==> src/rtl/rst_seq_pkg.sv <==
// Shared types and helpers for the reset sequencer.
// Optional watchdog is enabled by defining RST_SEQ_WDT_EN.
package rst_seq_pkg;

    typedef enum logic [1:0] {
        S_WAIT_LOCK,
        S_HOLD,
        S_STAGE,
        S_RUN
    } rst_state_t;

    typedef enum logic [1:0] {
        CAUSE_EXT,
        CAUSE_LOCK,
        CAUSE_SW,
        CAUSE_WDT
    } rst_cause_t;

    function automatic int unsigned max2(input int unsigned a, input int unsigned b);
        return (a > b) ? a : b;
    endfunction

    // Counter width that never collapses to zero bits.
    function automatic int unsigned clog2_min1(input int unsigned v);
        return (v <= 1) ? 1 : $clog2(v);
    endfunction

endpackage

==> src/rtl/rst_sync.sv <==
// Two-flop synchroniser with asynchronous active-low clear.
module rst_sync (
    input  logic i_clock,
    input  logic i_clear_n,
    input  logic i_d,
    output logic o_q
);

    logic r_meta;
    logic r_q;

    always_ff @(posedge i_clock or negedge i_clear_n) begin
        if (!i_clear_n) begin
            r_meta <= 1'b0;
            r_q    <= 1'b0;
        end else begin
            r_meta <= i_d;
            r_q    <= r_meta;
        end
    end

    assign o_q = r_q;

endmodule

==> src/rtl/rst_sequencer.sv <==
// Ordered multi-channel reset sequencer with lock/software restart and cause latch.
// Define RST_SEQ_WDT_EN to add the watchdog restart source.
module rst_sequencer
    import rst_seq_pkg::*;
#(
    parameter int unsigned NCH         = 3,
    parameter int unsigned HOLD_CYCLES = 64,
    parameter int unsigned STAGE_GAP   = 4,
    parameter int unsigned WDT_CYCLES  = 2**20
) (
    input  logic           i_clock,
    input  logic           i_reset_n,
    input  logic           i_lock,
    input  logic           i_sw_req,
    input  logic           i_wdt_kick,
    output logic [NCH-1:0] o_reset,
    output logic [NCH-1:0] o_reset_n,
    output logic           o_done,
    output logic [1:0]     o_cause
);

    localparam int unsigned CW = clog2_min1(max2(HOLD_CYCLES, STAGE_GAP));
    localparam int unsigned IW = $clog2(NCH) + 1;
    localparam logic [CW-1:0] HOLD_LD = CW'(HOLD_CYCLES - 1);
    localparam logic [CW-1:0] GAP_LD  = CW'(STAGE_GAP - 1);
    localparam logic [IW-1:0] LAST    = IW'(NCH - 1);
    localparam logic [NCH-1:0] ALL    = '1;

    logic w_rst_n_s;
    logic w_lock_s;
    logic w_wdt_fire;

    rst_state_t     r_state, w_state_nxt;
    rst_cause_t     r_cause, w_cause_nxt;
    logic [CW-1:0]  r_cnt, w_cnt_nxt;
    logic [IW-1:0]  r_idx, w_idx_nxt;
    logic [NCH-1:0] r_reset, w_reset_nxt;
    logic [NCH-1:0] r_reset_n;
    logic           r_done, w_done_nxt;

    rst_sync u_sync_rst (
        .i_clock  (i_clock),
        .i_clear_n(i_reset_n),
        .i_d      (1'b1),
        .o_q      (w_rst_n_s)
    );

    rst_sync u_sync_lock (
        .i_clock  (i_clock),
        .i_clear_n(i_reset_n),
        .i_d      (i_lock),
        .o_q      (w_lock_s)
    );

`ifdef RST_SEQ_WDT_EN
    localparam int unsigned WW = clog2_min1(WDT_CYCLES);
    localparam logic [WW-1:0] WDT_LAST = WW'(WDT_CYCLES - 1);

    logic [WW-1:0] r_wdt;

    // A kick landing in the expiry cycle suppresses the restart.
    assign w_wdt_fire = (r_state == S_RUN) && (r_wdt == WDT_LAST) && !i_wdt_kick;

    always_ff @(posedge i_clock or negedge i_reset_n) begin
        if (!i_reset_n) begin
            r_wdt <= '0;
        end else if (!w_rst_n_s || i_wdt_kick || r_reset[NCH-1] || w_wdt_fire) begin
            r_wdt <= '0;
        end else if (r_state == S_RUN) begin
            r_wdt <= r_wdt + WW'(1);
        end
    end
`else
    localparam int unsigned unused_wdt_cycles = WDT_CYCLES;
    logic w_unused_kick;
    assign w_unused_kick = i_wdt_kick;
    assign w_wdt_fire    = 1'b0;
`endif

    always_comb begin
        w_state_nxt = r_state;
        w_cause_nxt = r_cause;
        w_cnt_nxt   = r_cnt;
        w_idx_nxt   = r_idx;
        w_reset_nxt = r_reset;
        w_done_nxt  = r_done;
        unique case (r_state)
            S_WAIT_LOCK: begin
                w_reset_nxt = ALL;
                w_done_nxt  = 1'b0;
                if (w_lock_s) begin
                    w_state_nxt = S_HOLD;
                    w_cnt_nxt   = HOLD_LD;
                end
            end
            S_HOLD: begin
                if (r_cnt == '0) begin
                    w_reset_nxt[0] = 1'b0;
                    if (NCH == 1) begin
                        w_state_nxt = S_RUN;
                        w_done_nxt  = 1'b1;
                    end else begin
                        w_state_nxt = S_STAGE;
                        w_cnt_nxt   = GAP_LD;
                        w_idx_nxt   = IW'(1);
                    end
                end else begin
                    w_cnt_nxt = r_cnt - CW'(1);
                end
            end
            S_STAGE: begin
                if (r_cnt == '0) begin
                    w_reset_nxt = r_reset & ~(NCH'(1) << r_idx);
                    if (r_idx == LAST) begin
                        w_state_nxt = S_RUN;
                        w_done_nxt  = 1'b1;
                    end else begin
                        w_idx_nxt = r_idx + IW'(1);
                        w_cnt_nxt = GAP_LD;
                    end
                end else begin
                    w_cnt_nxt = r_cnt - CW'(1);
                end
            end
            S_RUN: begin
                w_done_nxt = 1'b1;
            end
            default: begin
                w_state_nxt = S_WAIT_LOCK;
            end
        endcase
        // Restart priority: lock loss, then watchdog, then software.
        if (r_state != S_WAIT_LOCK) begin
            if (!w_lock_s) begin
                w_state_nxt = S_WAIT_LOCK;
                w_cause_nxt = CAUSE_LOCK;
                w_reset_nxt = ALL;
                w_done_nxt  = 1'b0;
            end else if (w_wdt_fire || i_sw_req) begin
                w_state_nxt = S_HOLD;
                w_cause_nxt = w_wdt_fire ? CAUSE_WDT : CAUSE_SW;
                w_cnt_nxt   = HOLD_LD;
                w_idx_nxt   = '0;
                w_reset_nxt = ALL;
                w_done_nxt  = 1'b0;
            end
        end
    end

    always_ff @(posedge i_clock or negedge i_reset_n) begin
        if (!i_reset_n) begin
            r_state   <= S_WAIT_LOCK;
            r_cause   <= CAUSE_EXT;
            r_cnt     <= '0;
            r_idx     <= '0;
            r_reset   <= ALL;
            r_reset_n <= '0;
            r_done    <= 1'b0;
        end else if (!w_rst_n_s) begin
            r_state   <= S_WAIT_LOCK;
            r_cause   <= CAUSE_EXT;
            r_cnt     <= '0;
            r_idx     <= '0;
            r_reset   <= ALL;
            r_reset_n <= '0;
            r_done    <= 1'b0;
        end else begin
            r_state   <= w_state_nxt;
            r_cause   <= w_cause_nxt;
            r_cnt     <= w_cnt_nxt;
            r_idx     <= w_idx_nxt;
            r_reset   <= w_reset_nxt;
            r_reset_n <= ~w_reset_nxt;
            r_done    <= w_done_nxt;
        end
    end

    assign o_reset   = r_reset;
    assign o_reset_n = r_reset_n;
    assign o_done    = r_done;
    assign o_cause   = r_cause;

endmodule

==> config.mk <==
export PLATFORM = sky130hd
export DESIGN_NAME = rst_sequencer
export DESIGN_NICKNAME = d
export VERILOG_FILES = /design/src/rtl/rst_seq_pkg.sv /design/src/rtl/rst_sync.sv /design/src/rtl/rst_sequencer.sv
export SDC_FILE = /design/constraint.sdc
export NUM_CORES = 1
export LEC_CHECK = 0
export BUFFER_PORTS_ARGS = -buffer_cell sky130_fd_sc_hd__clkbuf_2
export CORE_MARGIN = 2
export CORE_UTILIZATION = 50
export CTS_CLUSTER_DIAMETER = 40
export CTS_CLUSTER_SIZE = 30
export DETAILED_ROUTE_END_ITERATION = 10
export PLACE_DENSITY = 0.72
export SYNTH_ARGS = -nofsm -noshare
export SYNTH_HDL_FRONTEND = slang
export SYNTH_SLANG_ARGS = --single-unit
==> constraint.sdc <==
create_clock -name i_clock -period 1.7 [get_ports i_clock]
set_input_delay 0.085 -clock i_clock [delete_from_list [all_inputs] [get_ports i_clock]]
set_output_delay 0.085 -clock i_clock [all_outputs]
set_load 0.005 [all_outputs]
After elaboration in Yosys (flattened, before gate mapping)

Cells that the tools add are included.

Register bits after elaboration: 24
Output and inout bits: 9
Input port bits: 5
Logic and storage cells: 73

Add/sub/neg operators: 2
Shift-type cells: 1
Equal/unequal tests: 6
Mux-type cells: 46
Reduce and logical (&&, ||, !) cells: 4
Bitwise operators: 3

Operator list:

| operator                                            | count |
|---|---|
| two-way mux 6 bit                                   | 8 |
| two-way mux 3 bit                                   | 13 |
| two-way mux 2 bit                                   | 12 |
| case mux 6 bit (3 select lines)                     | 1 |
| two-way mux 1 bit                                   | 7 |
| logical NOT 6 bit                                   | 1 |
| inverter 3 bit                                      | 2 |
| case mux 1 bit (3 select lines)                     | 2 |
| case mux 2 bit (3 select lines)                     | 1 |
| case mux 3 bit (2 select lines)                     | 1 |
| subtractor 6 x 1 -> 6 bit, second input constant    | 1 |
| equality test 2 bit, second input constant          | 2 |
| case mux 2 bit (2 select lines)                     | 1 |
| adder 3 x 1 -> 3 bit, second input constant         | 1 |
| bitwise AND 3 bit                                   | 1 |
| equality test 3 x 2 -> 1 bit, second input constant | 1 |
| inequality test 3 bit, second input constant        | 1 |
| << shifter 1 x 3 -> 3 bit, first input constant     | 1 |
| equality test 2 x 1 -> 1 bit, second input constant | 1 |
| logical NOT 2 bit                                   | 1 |
| inequality test 2 bit, second input constant        | 1 |
| AND reduction 2 bit                                 | 1 |
| nonzero test 2 bit                                  | 1 |

Logic depth before layout (Yosys ltp)

Gate-level depths: netlist of the first run.

Depth in word-level cells: 10
Mapped depth: 8
Depth with buffers taken out: 6

Modules after synthesis

Synthesis of the first run repeated with hierarchy kept, for this count alone.

Cells, all modules: 159
Area total of the unflattened synthesis: 1483.9 sq um

By module, submodules not included:

| module        | cells an instance | instances | sequential area each (sq um) | area an instance (sq um) |
|---|---|---|---|---|
| rst_sequencer | 155               | 1         | 504.2                        | 1383.8 |
| rst_sync      | 2                 | 2         | 50.0                         | 50.0 |

Least setup slack after synthesis of the first run

No wires, ideal clock.

Path kind: register to register
Start: reg r_state[0]
End: reg r_reset[0] (netlist: o_reset[0])
Library setup time: 0.079 ns
Period minus slack after synthesis: 1.797 ns
Path slack: -0.097 ns
Cell stages (with the launch flop): 8
Arrival time: 1.717 ns
Data required time: 1.621 ns
Path through: dfrtp_1 -> inv_1 -> ha_1 -> buf_2 -> nor2_1 -> a21oi_2 -> a211o_1 -> a22o_1

Longest elaborated chain between the ends: 6
Elaborated cells on any way between the ends: 9

RTL lines:

| item                                              | line                 | source |
|---|---|---|
| start: declaration                                | rst_sequencer.sv:33  | `rst_state_t r_state, w_state_nxt;` |
| start signal: assignment                          | rst_sequencer.sv:168 | `r_state <= w_state_nxt;` |
| equality test 2 bit, or another cell as far along | rst_sequencer.sv:87  | `unique case (r_state)` |
| case mux 1 bit (3 select lines)                   | rst_sequencer.sv:87  |  |
| two-way mux 3 bit                                 | rst_sequencer.sv:139 | `end else if (w_wdt_fire \|\| i_sw_req) begin` |
| two-way mux 3 bit                                 | rst_sequencer.sv:134 | `if (!w_lock_s) begin` |
| two-way mux 3 bit *                               | rst_sequencer.sv:133 | `if (r_state != S_WAIT_LOCK) begin` |
| two-way mux 3 bit *                               | rst_sequencer.sv:159 | `end else if (!w_rst_n_s) begin` |
| end signal: assignment                            | rst_sequencer.sv:172 | `r_reset <= w_reset_nxt;` |
| end: declaration                                  | rst_sequencer.sv:37  | `logic [NCH-1:0] r_reset, w_reset_nxt;` |

Every way passes the cells marked *; elsewhere a longest branch is shown, timed or not.
A chain may end at the register's enable or synchronous reset.

Worst setup path in the final report of the first run

Start: reg r_cnt[1]
End: reg r_cnt[3]

Longest elaborated chain between the ends: 7
Elaborated cells on any way between the ends: 9

RTL lines:

| item                                                                  | line                                      | source |
|---|---|---|
| start: declaration                                                    | rst_sequencer.sv:35                       | `logic [CW-1:0] r_cnt, w_cnt_nxt;` |
| start signal: assignment                                              | rst_sequencer.sv:170                      | `r_cnt <= w_cnt_nxt;` |
| subtractor 6 x 1 -> 6 bit / logical NOT 6 bit (equally long branches) | --                                        |  |
| two-way mux 6 bit (on tied branches)                                  | rst_sequencer.sv:112, rst_sequencer.sv:97 |  |
| case mux 6 bit (3 select lines) *                                     | rst_sequencer.sv:87                       |  |
| two-way mux 6 bit                                                     | rst_sequencer.sv:139                      |  |
| two-way mux 6 bit                                                     | rst_sequencer.sv:134                      |  |
| two-way mux 6 bit *                                                   | rst_sequencer.sv:133                      |  |
| two-way mux 6 bit *                                                   | rst_sequencer.sv:159                      |  |

Marked as above.

==> implementation parameters, run 1 <==
Parameter                              Value

Floorplan
  Initial Utilization    0.533
  Core region area    ~2800 um2
  Area of the die    3450 um2
  Number of I/O pins    14
  Width of the chip    around 59 um
  Total number of placement rows    19
  Die height    58.7 um

Final layout
  Most common cell after layout, fill and taps aside    sky130_fd_sc_hd__buf_4
  Area growth syn-to-layout    31.4%
  N_diodes    0
  Fin nets    216
  Multi-input combinational cell area    roughly 940 um2
  Commonest cells after routing, fill and taps aside    sky130_fd_sc_hd__buf_4 (30), sky130_fd_sc_hd__dfrtp_1 (21), sky130_fd_sc_hd__nor2_1 (15)
  Share of layout cells above drive strength 1    0.420
  Sequential cell area in the final layout    604 um2
  Filler Cells Inserted    220

Worst setup path
  Origin of the worst setup path    r_cnt[1]$_DFF_PN0_
  Setup CP Type    flip-flop to flip-flop
  Critical Path Start Type    flip-flop
  Critical R2R Capture    r_cnt[3]$_DFF_PN0_
  WP buf/inv    2
  Peak per-stage delay on the critical path    420 ps
  Data arrival at the endpoint of the critical path    roughly 2000 ps
  Maximum net fanout on the critical path    6
  Worst reg-to-reg setup slack    -30 ps
  Launch instance of the worst register-to-register path    r_cnt[1]$_DFF_PN0_
  Chain of cells forming the critical path    inv_1 > ha_2 > nor3b_4 > buf_4 > and2_4 > o41ai_2 > o2bb2ai_2
  Critical path's top delay family    compound AO/OA/AOI/OAI gates
  Crit. End Element    flip-flop
  Data required time at the worst endpoint    between 1500 and 2000 ps
  Crit path max-delay cell type    sky130_fd_sc_hd__o41ai_2
  Worst reg-to-reg path cell count    7

Timing
  Min Clock Period, post-route    1730 ps
  Period utilisation layout    1.02
  WHS    237 ps
  Max-Slew Margin vs Limit    0.592
  Maximum clock frequency    579 MHz
  Final worst-path setup slack    -25.7 ps
  Unrepaired setup endpoints after global routing    yes
  Transition time at the pin with the least slew margin    between 600 and 700 ps
  Final hold violation count    0
  # setup viols final    1
  Clock Skew    4.47 ps
  Number of pins exceeding their max-slew limit in the final report    0

Logic synthesis
  Synthesized instance count    between 150 and 200
  Synthesis-stage register bit count    24
  Count of distinct cell types in the synthesized netlist    51
  Biggest area consumer among synthesized cells    sky130_fd_sc_hd__dfrtp_1
  Mapped Nets    172
  Total of warnings raised by yosys    0
  Top-area cell type share of the netlist area    0.351
  Share of async-settable or async-resettable flops after synthesis    1.00
  Top cells by area, synth    sky130_fd_sc_hd__dfrtp_1 (35%), sky130_fd_sc_hd__ha_1 (8.4%), sky130_fd_sc_hd__dfstp_2 (5.3%), sky130_fd_sc_hd__a21oi_1 (4.0%), sky130_fd_sc_hd__o21ai_0 (4.0%)
  Number of synthesized flops with an enable pin    0
  Sequential area share after synthesis    0.404
  Cell area after technology mapping    1500 um2
  Synthesized area per cell    9.53 um2
  Most frequently used flop master after synthesis    sky130_fd_sc_hd__dfrtp_1

Min path
  Hold wc startpoint    i_sw_req
  Endpoint with the worst hold slack    r_state[0]$_DFF_PN0_
  Hold crit path type    primary input to flip-flop
  Cells on Worst Hold Path    4

GRT
  Overall global routing resource usage    0.237
  Total global routing overflow    0
  Maximum number of pins on one net before global-route repair    25
  Wire length of the first global-routing pass    ~6000 um
  Antenna violations before repair    0
  Vias in the first global route    1288

Drt
  DR iter-0 viols    62
  Avg WL per Cell    17.7 um
  Routed Wire Length    a little over 4000 um
  Average vias per placed instance    6.04
  Count of TritonRoute iterations in the first routing pass    5
  DRC violations left    0
  Number of routed nets with antenna violations    0
  Vias post-DR    around 1400

Status
  Violated checks    setup timing
  Run status    finished with violations

Job
  Max-cap violation count    0

Power and ir drop
  Power per cell area    900 nW/um2
  Peak supply drop    between 500 and 600 uV
  Final Total Pwr    1.77 mW
  Leakage power    0.875 nW

Clock tree
  Clock tree from TritonCTS    built
  Number of H-tree levels    1
  Clock tree root driver cell    sky130_fd_sc_hd__clkbuf_4
  Max Buffers Root-to-Sink    2
  Clock latency on the worst-skew pair    330 ps
  Clock buffers created by TritonCTS    3
  Clock transition at path regs    between 100 and 150 ps
  Total clock sinks    24

Placement
  Placed wire-length estimate after detailed placement    2690 um
  Number of port buffers    12
  Global placer's final weighted congestion    0.915
tightest hold or removal path, delay by kind of cell:
family,cells,cell delay (ps)
AO/OA/AOI/OAI,2,210
buffers and inverters,1,140
AND/OR/NAND/NOR,1,120
registers in the layout, summed over array words and instances, names as in the netlist:
signal,flops
o_done,1
r_idx,3
u_sync_rst.r_meta,1
r_cnt,6
o_reset_n,3
u_sync_rst.o_q,1
o_cause,2
u_sync_lock.o_q,1
o_reset,3
r_state,2
u_sync_lock.r_meta,1
Yosys cell counts (2+ instances only):
master / instances
sky130_fd_sc_hd__a21o_1: 2
sky130_fd_sc_hd__a31o_2: 2
sky130_fd_sc_hd__nor2_1: 16
sky130_fd_sc_hd__dfrtp_1: 21
sky130_fd_sc_hd__nand3_1: 4
sky130_fd_sc_hd__a21oi_2: 2
sky130_fd_sc_hd__a31oi_1: 4
sky130_fd_sc_hd__a21oi_1: 12
sky130_fd_sc_hd__nor2b_1: 5
sky130_fd_sc_hd__nand2b_1: 3
sky130_fd_sc_hd__nand2_1: 4
sky130_fd_sc_hd__nor3b_1: 2
sky130_fd_sc_hd__o21ai_0: 12
sky130_fd_sc_hd__clkbuf_1: 2
sky130_fd_sc_hd__a211o_1: 2
sky130_fd_sc_hd__inv_1: 9
sky130_fd_sc_hd__nand4_1: 2
sky130_fd_sc_hd__a22oi_1: 2
sky130_fd_sc_hd__dfstp_2: 3
sky130_fd_sc_hd__nor3_1: 5
sky130_fd_sc_hd__a21boi_1: 2
sky130_fd_sc_hd__nand3b_1: 2
sky130_fd_sc_hd__ha_1: 10
sky130_fd_sc_hd__buf_2: 2
worst max-delay path by stage:
stage	end	cells after the start
floorplan	r_idx[0]$_DFF_PN0_	7
global placement	r_cnt[0]$_DFF_PN0_	7
detailed placement	o_reset[0]$_DFF_PN1_	7
CTS	r_cnt[0]$_DFF_PN0_	7
global route	r_idx[2]$_DFF_PN0_	8
finish	r_cnt[3]$_DFF_PN0_	7
metrics by stage:
| step | TNS [ps] | cell area, um2 | utilization | worst slack (ps) | std cells |
|---|---|---|---|---|---|
| after floorplan | 0 | 1500 | - | 1.71 | 157 |
| after detailed placement | -14.5 | 1760 | 0.628 | -14.0 | 221 |
| after CTS | -3.99 | 1830 | 0.652 | -3.99 | 228 |
| after global placement | 0 | 1760 | 0.628 | 27.7 | 221 |
| final | -25.7 | 1970 | 0.701 | -25.7 | 231 |
| after global routing | -639 | 1970 | 0.701 | -90.4 | 231 |
routing by layer:
metal	track usage	up-vias	part of all wire
li1	-	657	-
met5	0	-	0
met2	0.382	36	0.51
met3	0.0264	9	0.040
met1	0.341	693	0.43
met4	0.0682	0	0.021
what timing repair did:
item                                    4_1_cts  5_1_grt
pin swaps                                     0       22
buffers inserted                              1        2
cloned                                        0        1
endpoints found under the hold margin        22        0
resized for setup                             4       28
hold buffers                                  2        0
endpoints found under the setup margin        8       17
power breakdown:
part           total (mW)  internal, mW  leakage [nW]  switching [mW]
clock               0.320         0.132        0.0210           0.188
combinational       0.779         0.376         0.547           0.404
sequential          0.671         0.617         0.307          0.0543
cell families after synthesis:
group                    after synthesis  share of synthesized area
adder cells (fa/ha/maj)               10                     0.0836
multiplexers                           1                    0.00669
other                                  1                    0.00251
AO/OA/AOI/OAI                         55                      0.252
flip-flops                            24                      0.404
buffers and inverters                 16                     0.0560
AND/OR/NAND/NOR                       50                      0.196
area by class of cell:
type                    count  area share
multi-input cells         118       0.476
repair buffers             45       0.161
clock buffers               4      0.0184
inverters                   9      0.0172
flip-flops and latches     24       0.307
well taps                  31      0.0197
No activity file was read; power rests on OpenSTA's default activity.
==> run 2, diff against run 1 <==
==> constraint.sdc (replaced) <==
create_clock -name i_clock -period 1.7 [get_ports i_clock]
set_input_delay 0.425 -clock i_clock [delete_from_list [all_inputs] [get_ports i_clock]]
set_output_delay 0.425 -clock i_clock [all_outputs]
set_load 0.005 [all_outputs]
==> run 2 against run 1 <==
- the run now ends clean
- clock power decreased by 1%
- flip-flop and latch count did not move
- clock skew about the same
- largest cell class unchanged
==> implementation parameters, run 2 (synthesized netlist as in run 1, its figures left out) <==
Parameter                              Value

Worst setup path
  Number of gates on the worst path with buffers counted    7 (unchanged)
  Data arrival at the endpoint of the critical path    1910 ps (was 2000 ps)
  Crit path capture    r_state[0]$_DFF_PN0_ (was r_cnt[3]$_DFF_PN0_)
  Peak per-stage delay on the critical path    410 ps (was 420 ps)
  Setup CP Type    flip-flop to flip-flop (unchanged)
  Launch instance of the worst register-to-register path    r_cnt[0]$_DFF_PN0_ (was r_cnt[1]$_DFF_PN0_)
  Crit. End Element    flip-flop (unchanged)
  WP buf/inv    2 (unchanged)
  Worst reg-to-reg setup slack    20 ps (was -30 ps)
  Crit path max-delay cell type    sky130_fd_sc_hd__dfrtp_1 (was sky130_fd_sc_hd__o41ai_2)
  Chain of cells forming the critical path    inv_2 > ha_4 > nor3b_4 > buf_4 > a21boi_1 > o21ai_0 > a21oi_1 (was inv_1 > ha_2 > nor3b_4 > buf_4 > and2_4 > o41ai_2 > o2bb2ai_2)
  Data required time at the worst endpoint    1930 ps (was 1970 ps)
  Critical R2R Capture    r_state[0]$_DFF_PN0_ (was r_cnt[3]$_DFF_PN0_)
  Critical Path Start Type    flip-flop (unchanged)
  Critical path's top delay family    compound AO/OA/AOI/OAI gates (unchanged)
  Maximum net fanout on the critical path    5 (was 6)
  Worst reg-to-reg path cell count    7 (unchanged)
  Origin of the worst setup path    r_cnt[0]$_DFF_PN0_ (was r_cnt[1]$_DFF_PN0_)

Power and ir drop
  Peak supply drop    772 uV (was 573 uV)
  Leakage power    0.884 nW (was 0.875 nW)
  Final Total Pwr    1.75 mW (was 1.77 mW)
  Power per cell area    890 nW/um2 (was 900 nW/um2)

Placement
  Setup slack at placement    -110 ps (was -14.0 ps)
  Number of port buffers    12 (unchanged)
  Global placer's final weighted congestion    0.960 (was 0.915)
  Placed wire-length estimate after detailed placement    2480 um (was 2690 um)

Final layout
  Fin nets    220 (was 216)
  Flip-flop count of the largest register, all copies and words added    6 (unchanged)
  Share of layout cells above drive strength 1    0.407 (was 0.420)
  Util after Layout    0.701 (unchanged)
  Area growth syn-to-layout    31.4% (unchanged)
  Most common cell after layout, fill and taps aside    sky130_fd_sc_hd__buf_4 (unchanged)
  Filler Cells Inserted    220 (unchanged)
  Largest Register    r_cnt (unchanged)
  N_diodes    0 (unchanged)
  Commonest cells after routing, fill and taps aside    sky130_fd_sc_hd__buf_4 (35), sky130_fd_sc_hd__dfrtp_1 (20), sky130_fd_sc_hd__nor2_1 (14) (was sky130_fd_sc_hd__buf_4 (30), sky130_fd_sc_hd__dfrtp_1 (21), sky130_fd_sc_hd__nor2_1 (15))

Drt
  Number of routed nets with antenna violations    0 (unchanged)
  Vias post-DR    1385 (was 1395)
  DR iter-0 viols    54 (was 62)
  DRC violations left    0 (unchanged)
  Count of TritonRoute iterations in the first routing pass    4 (was 5)
  Routed Wire Length    3730 um (was 4090 um)
  Average vias per placed instance    5.89 (was 6.04)
  Avg WL per Cell    15.9 um (was 17.7 um)

Floorplan
  Die height    58.7 um (unchanged)
  Number of I/O pins    14 (unchanged)
  Core region area    2810 um2 (unchanged)
  Total number of placement rows    19 (unchanged)
  Initial Utilization    0.533 (unchanged)
  Area of the die    3450 um2 (unchanged)
  Width of the chip    58.7 um (unchanged)

Timing
  Max-Slew Margin vs Limit    0.611 (was 0.592)
  Unrepaired setup endpoints after global routing    yes (unchanged)
  Clock Skew    4.29 ps (was 4.47 ps)
  Maximum clock frequency    594 MHz (was 579 MHz)
  Final hold violation count    0 (unchanged)
  Min Clock Period, post-route    1680 ps (was 1730 ps)
  # setup viols final    0 (was 1)
  Transition time at the pin with the least slew margin    584 ps (was 612 ps)
  Number of pins exceeding their max-slew limit in the final report    0 (unchanged)
  WHS    59.1 ps (was 237 ps)
  Final worst-path setup slack    16.0 ps (was -25.7 ps)
  Period utilisation layout    0.991 (was 1.02)

Clock tree
  Clock transition at path regs    130 ps (was 140 ps)
  Clock buffers created by TritonCTS    3 (unchanged)
  Number of H-tree levels    1 (unchanged)
  Max Buffers Root-to-Sink    2 (unchanged)
  Clock latency on the worst-skew pair    330 ps (about the same)
  Total clock sinks    24 (unchanged)
  Clock tree from TritonCTS    built (unchanged)
  Clock tree root driver cell    sky130_fd_sc_hd__clkbuf_4 (unchanged)

Min path
  Hold crit path type    primary input to asynchronous set/reset pin (was primary input to flip-flop)

GRT
  Antenna violations before repair    0 (unchanged)
  Total global routing overflow    0 (unchanged)
  Wire length of the first global-routing pass    5700 um (was 6180 um)
  Maximum number of pins on one net before global-route repair    25 (unchanged)
  Vias in the first global route    1264 (was 1288)
  Overall global routing resource usage    0.220 (was 0.237)

Status
  Run status    completed (was finished with violations)

Job
  Max-cap violation count    0 (unchanged)
run 2: worst min path at each step:
stage / from / slack [ps] / to / depth (start not counted)
floorplan: i_reset_n / 130 / o_cause[0]$_DFFE_PN0P_ / 0
global placement: u_sync_lock.r_meta$_DFF_PN0_ / 340 / u_sync_lock.o_q$_DFF_PN0_ / 0
detailed placement: u_sync_rst.r_meta$_DFF_PN0_ / 360 / u_sync_rst.o_q$_DFF_PN0_ / 0
CTS: i_reset_n / 100 / r_cnt[4]$_DFF_PN0_ / 1
global route: i_reset_n / 110 / r_idx[1]$_DFF_PN0_ / 1
finish: i_reset_n / 60 / r_cnt[3]$_DFF_PN0_ / 1
run 2: what timing repair did:
| item | CTS | global route |
|---|---|---|
| gates cloned | 0 | 0 |
| buffers inserted | 8 | 6 |
| pin swaps | 2 | 8 |
| hold buffers | 0 | 0 |
| setup endpoints to repair | 11 | 14 |
| resized for setup | 6 | 18 |
run 2: metal layers:
metal / global-route usage / wire length (um) / up-vias
li1: - / - / 665
met1: 0.292 / 1630 / 681
met2: 0.372 / 1890 / 30
met3: 0.0264 / 119 / 9
met4: 0.0779 / 88 / 0
met5: 0 / 0 / -
run 2: cell type report:
cell class,instances,area (um2),share of cell area
multi-input cells,117,896,0.455
clock buffers,4,36.3,0.0184
flip-flops and latches,24,606,0.308
well taps,31,38.8,0.0197
repair buffers,50,357,0.181
inverters,9,33.8,0.0172
run 2: power by group:
| part | leakage [nW] | switching [mW] | internal [mW] |
|---|---|---|---|
| Clock | 0.0210 | 0.184 | 0.132 |
| Sequential | 0.305 | 0.0527 | 0.618 |
| Combinational | 0.558 | 0.376 | 0.388 |
run 2: per-stage QoR:
stage               instances  area, um2  setup TNS, ps
finish                    235       1970              0
global route              235       1970           -259
CTS                       230       1860              0
detailed placement        218       1740           -304
global placement          218       1740          -19.2
floorplan                 157       1500              0
run 2: worst reg2reg max path, delay by kind of cell (launching register included):
family,cells,cell delay (ps)
and+or+nand+nor,1,310
AOI/OAI and AO/OA,3,440
DFF,1,410
adders and majority gates,1,130
buffers and inverters,2,290
==> run 3, diff against run 2 <==
--- a/config.mk
+++ b/config.mk
@@ -7,11 +7,11 @@
 export LEC_CHECK = 0
 export BUFFER_PORTS_ARGS = -buffer_cell sky130_fd_sc_hd__clkbuf_2
 export CORE_MARGIN = 2
-export CORE_UTILIZATION = 50
+export CORE_UTILIZATION = 52
 export CTS_CLUSTER_DIAMETER = 40
 export CTS_CLUSTER_SIZE = 30
 export DETAILED_ROUTE_END_ITERATION = 10
-export PLACE_DENSITY = 0.72
+export PLACE_DENSITY = 0.74
 export SYNTH_ARGS = -nofsm -noshare
 export SYNTH_HDL_FRONTEND = slang
 export SYNTH_SLANG_ARGS = --single-unit
==> run 3 against run 2 <==
- combinational power up 3.0%
- non-clock buffer count down 7
- flip-flop and latch count unchanged
- critical path depth down 3
- worst setup slack worse by 5.8 ps
- sequential power about the same
- sequential share of layout area up 0.64 points
- final cell count down 2.6%
- largest power group unchanged
==> implementation parameters, run 3 (synthesized netlist as in run 1, its figures left out) <==
Parameter                              Value

Worst setup path
  Origin of the worst setup path    r_cnt[2]$_DFF_PN0_ (was r_cnt[0]$_DFF_PN0_)
  Worst reg-to-reg path cell count    4 (was 7)
  Crit. End Element    flip-flop (unchanged)
  Critical R2R Capture    r_cnt[5]$_DFF_PN0_ (was r_state[0]$_DFF_PN0_)
  Launch instance of the worst register-to-register path    r_cnt[2]$_DFF_PN0_ (was r_cnt[0]$_DFF_PN0_)
  Critical Path Start Type    flip-flop (unchanged)
  Maximum net fanout on the critical path    5 (unchanged)
  Data required time at the worst endpoint    1920 ps (was 1930 ps)
  Worst reg-to-reg setup slack    10 ps (was 20 ps)
  Data arrival at the endpoint of the critical path    1910 ps (about the same)
  Setup CP Type    flip-flop to flip-flop (unchanged)

GRT
  Antenna violations before repair    0 (unchanged)
  Vias in the first global route    1356 (was 1264)
  Overall global routing resource usage    0.235 (was 0.220)
  Wire length of the first global-routing pass    6000 um (was 5700 um)
  Maximum number of pins on one net before global-route repair    25 (unchanged)
  Total global routing overflow    0 (unchanged)

Clock tree
  Clock transition at path regs    130 ps (about the same)
  Clock latency on the worst-skew pair    320 ps (was 330 ps)
  Number of hold buffers added after CTS    0 (unchanged)
  Total clock sinks    24 (unchanged)
  Number of H-tree levels    1 (unchanged)
  Clock tree root driver cell    sky130_fd_sc_hd__clkbuf_4 (unchanged)
  Clock buffers created by TritonCTS    3 (unchanged)
  Max Buffers Root-to-Sink    2 (unchanged)
  Clock tree from TritonCTS    built (unchanged)

Min path
  Hold crit path type    primary input to asynchronous set/reset pin (unchanged)

Timing
  Maximum clock frequency    592 MHz (was 594 MHz)
  Period utilisation layout    0.994 (was 0.991)
  Clock Skew    4.76 ps (was 4.29 ps)
  Transition time at the pin with the least slew margin    612 ps (was 584 ps)
  Final hold violation count    0 (unchanged)
  # setup viols final    0 (unchanged)
  Number of pins exceeding their max-slew limit in the final report    0 (unchanged)
  Max-Slew Margin vs Limit    0.592 (was 0.611)
  WHS    87.9 ps (was 59.1 ps)
  Setup TNS    0 ps (unchanged)
  Min Clock Period, post-route    1690 ps (was 1680 ps)
  Unrepaired setup endpoints after global routing    yes (unchanged)

Placement
  Global placer's final weighted congestion    0.840 (was 0.960)
  Placed wire-length estimate after detailed placement    2650 um (was 2480 um)
  Number of port buffers    12 (unchanged)

Floorplan
  Area of the die    3320 um2 (was 3450 um2)
  Core region area    2730 um2 (was 2810 um2)
  Die height    57.6 um (was 58.7 um)
  Total number of placement rows    19 (unchanged)
  Number of I/O pins    14 (unchanged)
  Initial Utilization    0.547 (was 0.533)
  Width of the chip    57.6 um (was 58.7 um)

Power and ir drop
  Leakage power    0.859 nW (was 0.884 nW)
  Power per cell area    895 nW/um2 (was 890 nW/um2)
  Peak supply drop    688 uV (was 772 uV)

Drt
  Number of routed nets with antenna violations    0 (unchanged)
  Routed Wire Length    3770 um (was 3730 um)
  Vias post-DR    1416 (was 1385)
  Avg WL per Cell    16.4 um (was 15.9 um)
  Count of TritonRoute iterations in the first routing pass    4 (unchanged)
  DR iter-0 viols    59 (was 54)
  Average vias per placed instance    6.18 (was 5.89)
  DRC violations left    0 (unchanged)

Final layout
  Share of layout cells above drive strength 1    0.364 (was 0.407)
  Largest Register    r_cnt (unchanged)
  Commonest cells after routing, fill and taps aside    sky130_fd_sc_hd__buf_4 (28), sky130_fd_sc_hd__dfrtp_1 (21), sky130_fd_sc_hd__nor2_1 (15) (was sky130_fd_sc_hd__buf_4 (35), sky130_fd_sc_hd__dfrtp_1 (20), sky130_fd_sc_hd__nor2_1 (14))
  Flip-flop count of the largest register, all copies and words added    6 (unchanged)
  N_diodes    0 (unchanged)
  Fin nets    214 (was 220)
  Area growth syn-to-layout    28.5% (was 31.4%)
  Most common cell after layout, fill and taps aside    sky130_fd_sc_hd__buf_4 (unchanged)

Status
  Run status    completed (unchanged)

Job
  Max-cap violation count    0 (unchanged)
[run 3: cell count changes in the layout (fill, tap and decap cells not counted), moves of 2 or more]
cell / delta
sky130_fd_sc_hd__a21boi_1: -2
sky130_fd_sc_hd__a21oi_1: +3
sky130_fd_sc_hd__a21oi_2: -3
sky130_fd_sc_hd__buf_4: -7
[run 3: power breakdown]
group | internal [mW] | switching [mW]
Sequential | 0.617 | 0.0511
Combinational | 0.388 | 0.399
Clock | 0.0918 | 0.174
Total | 1.10 | 0.624
[run 3: stage by stage]
stage | area, um2 | util | worst slack [ps] | cells | total power, mW
floorplan | 1500 | - | 1.71 | 157 | 1.06
global placement | 1730 | 0.634 | 7.49 | 217 | 1.27
detailed placement | 1730 | 0.634 | -38.5 | 217 | 1.29
CTS | 1790 | 0.656 | 11.1 | 223 | 1.59
global route | 1920 | 0.703 | -31.0 | 229 | 1.81
finish | 1920 | 0.703 | 10.2 | 229 | 1.72
[run 3: area by class of cell]
cell class	instances	area [um2]
multi-input combinational	118	916
fill	192	811
sequential	24	604
timing repair buffer	43	304
tap	31	38.8
inverter	9	33.8
clock buffer	4	26.3
[run 3: worst max-delay path by stage]
| stage | endpoint | slack (ps) | cells past startpoint |
|---|---|---|---|
| final | r_cnt[5]$_DFF_PN0_ | 10 | 4 |
| after global routing | r_cnt[2]$_DFF_PN0_ | -30 | 7 |
| after CTS | r_cnt[2]$_DFF_PN0_ | 10 | 6 |
| after detailed placement | r_cnt[5]$_DFF_PN0_ | -40 | 7 |
| after global placement | r_cnt[4]$_DFF_PN0_ | 7 | 6 |
| after floorplan | r_idx[0]$_DFF_PN0_ | 2 | 7 |
[run 3: timing repair]
item                       4_1_cts  5_1_grt
resized for setup                5       18
buffers inserted                 2        5
pin swaps                        0        9
setup endpoints to repair        9       15
cloned                           0        1
[run 3: metal layers]
metal	up-vias	share of wire	track usage
met5	-	0	0
met4	0	0.030	0.120
met3	11	0.049	0.0290
met2	61	0.49	0.388
met1	692	0.43	0.304
li1	652	-	-
[run 3: worst max-delay path, stage by stage (launching register included)]
cell and delay (ps):
sky130_fd_sc_hd__dfrtp_1 470, sky130_fd_sc_hd__or4_4 590, sky130_fd_sc_hd__o21a_1 210, sky130_fd_sc_hd__nor4_1 250, sky130_fd_sc_hd__nor3_1 70
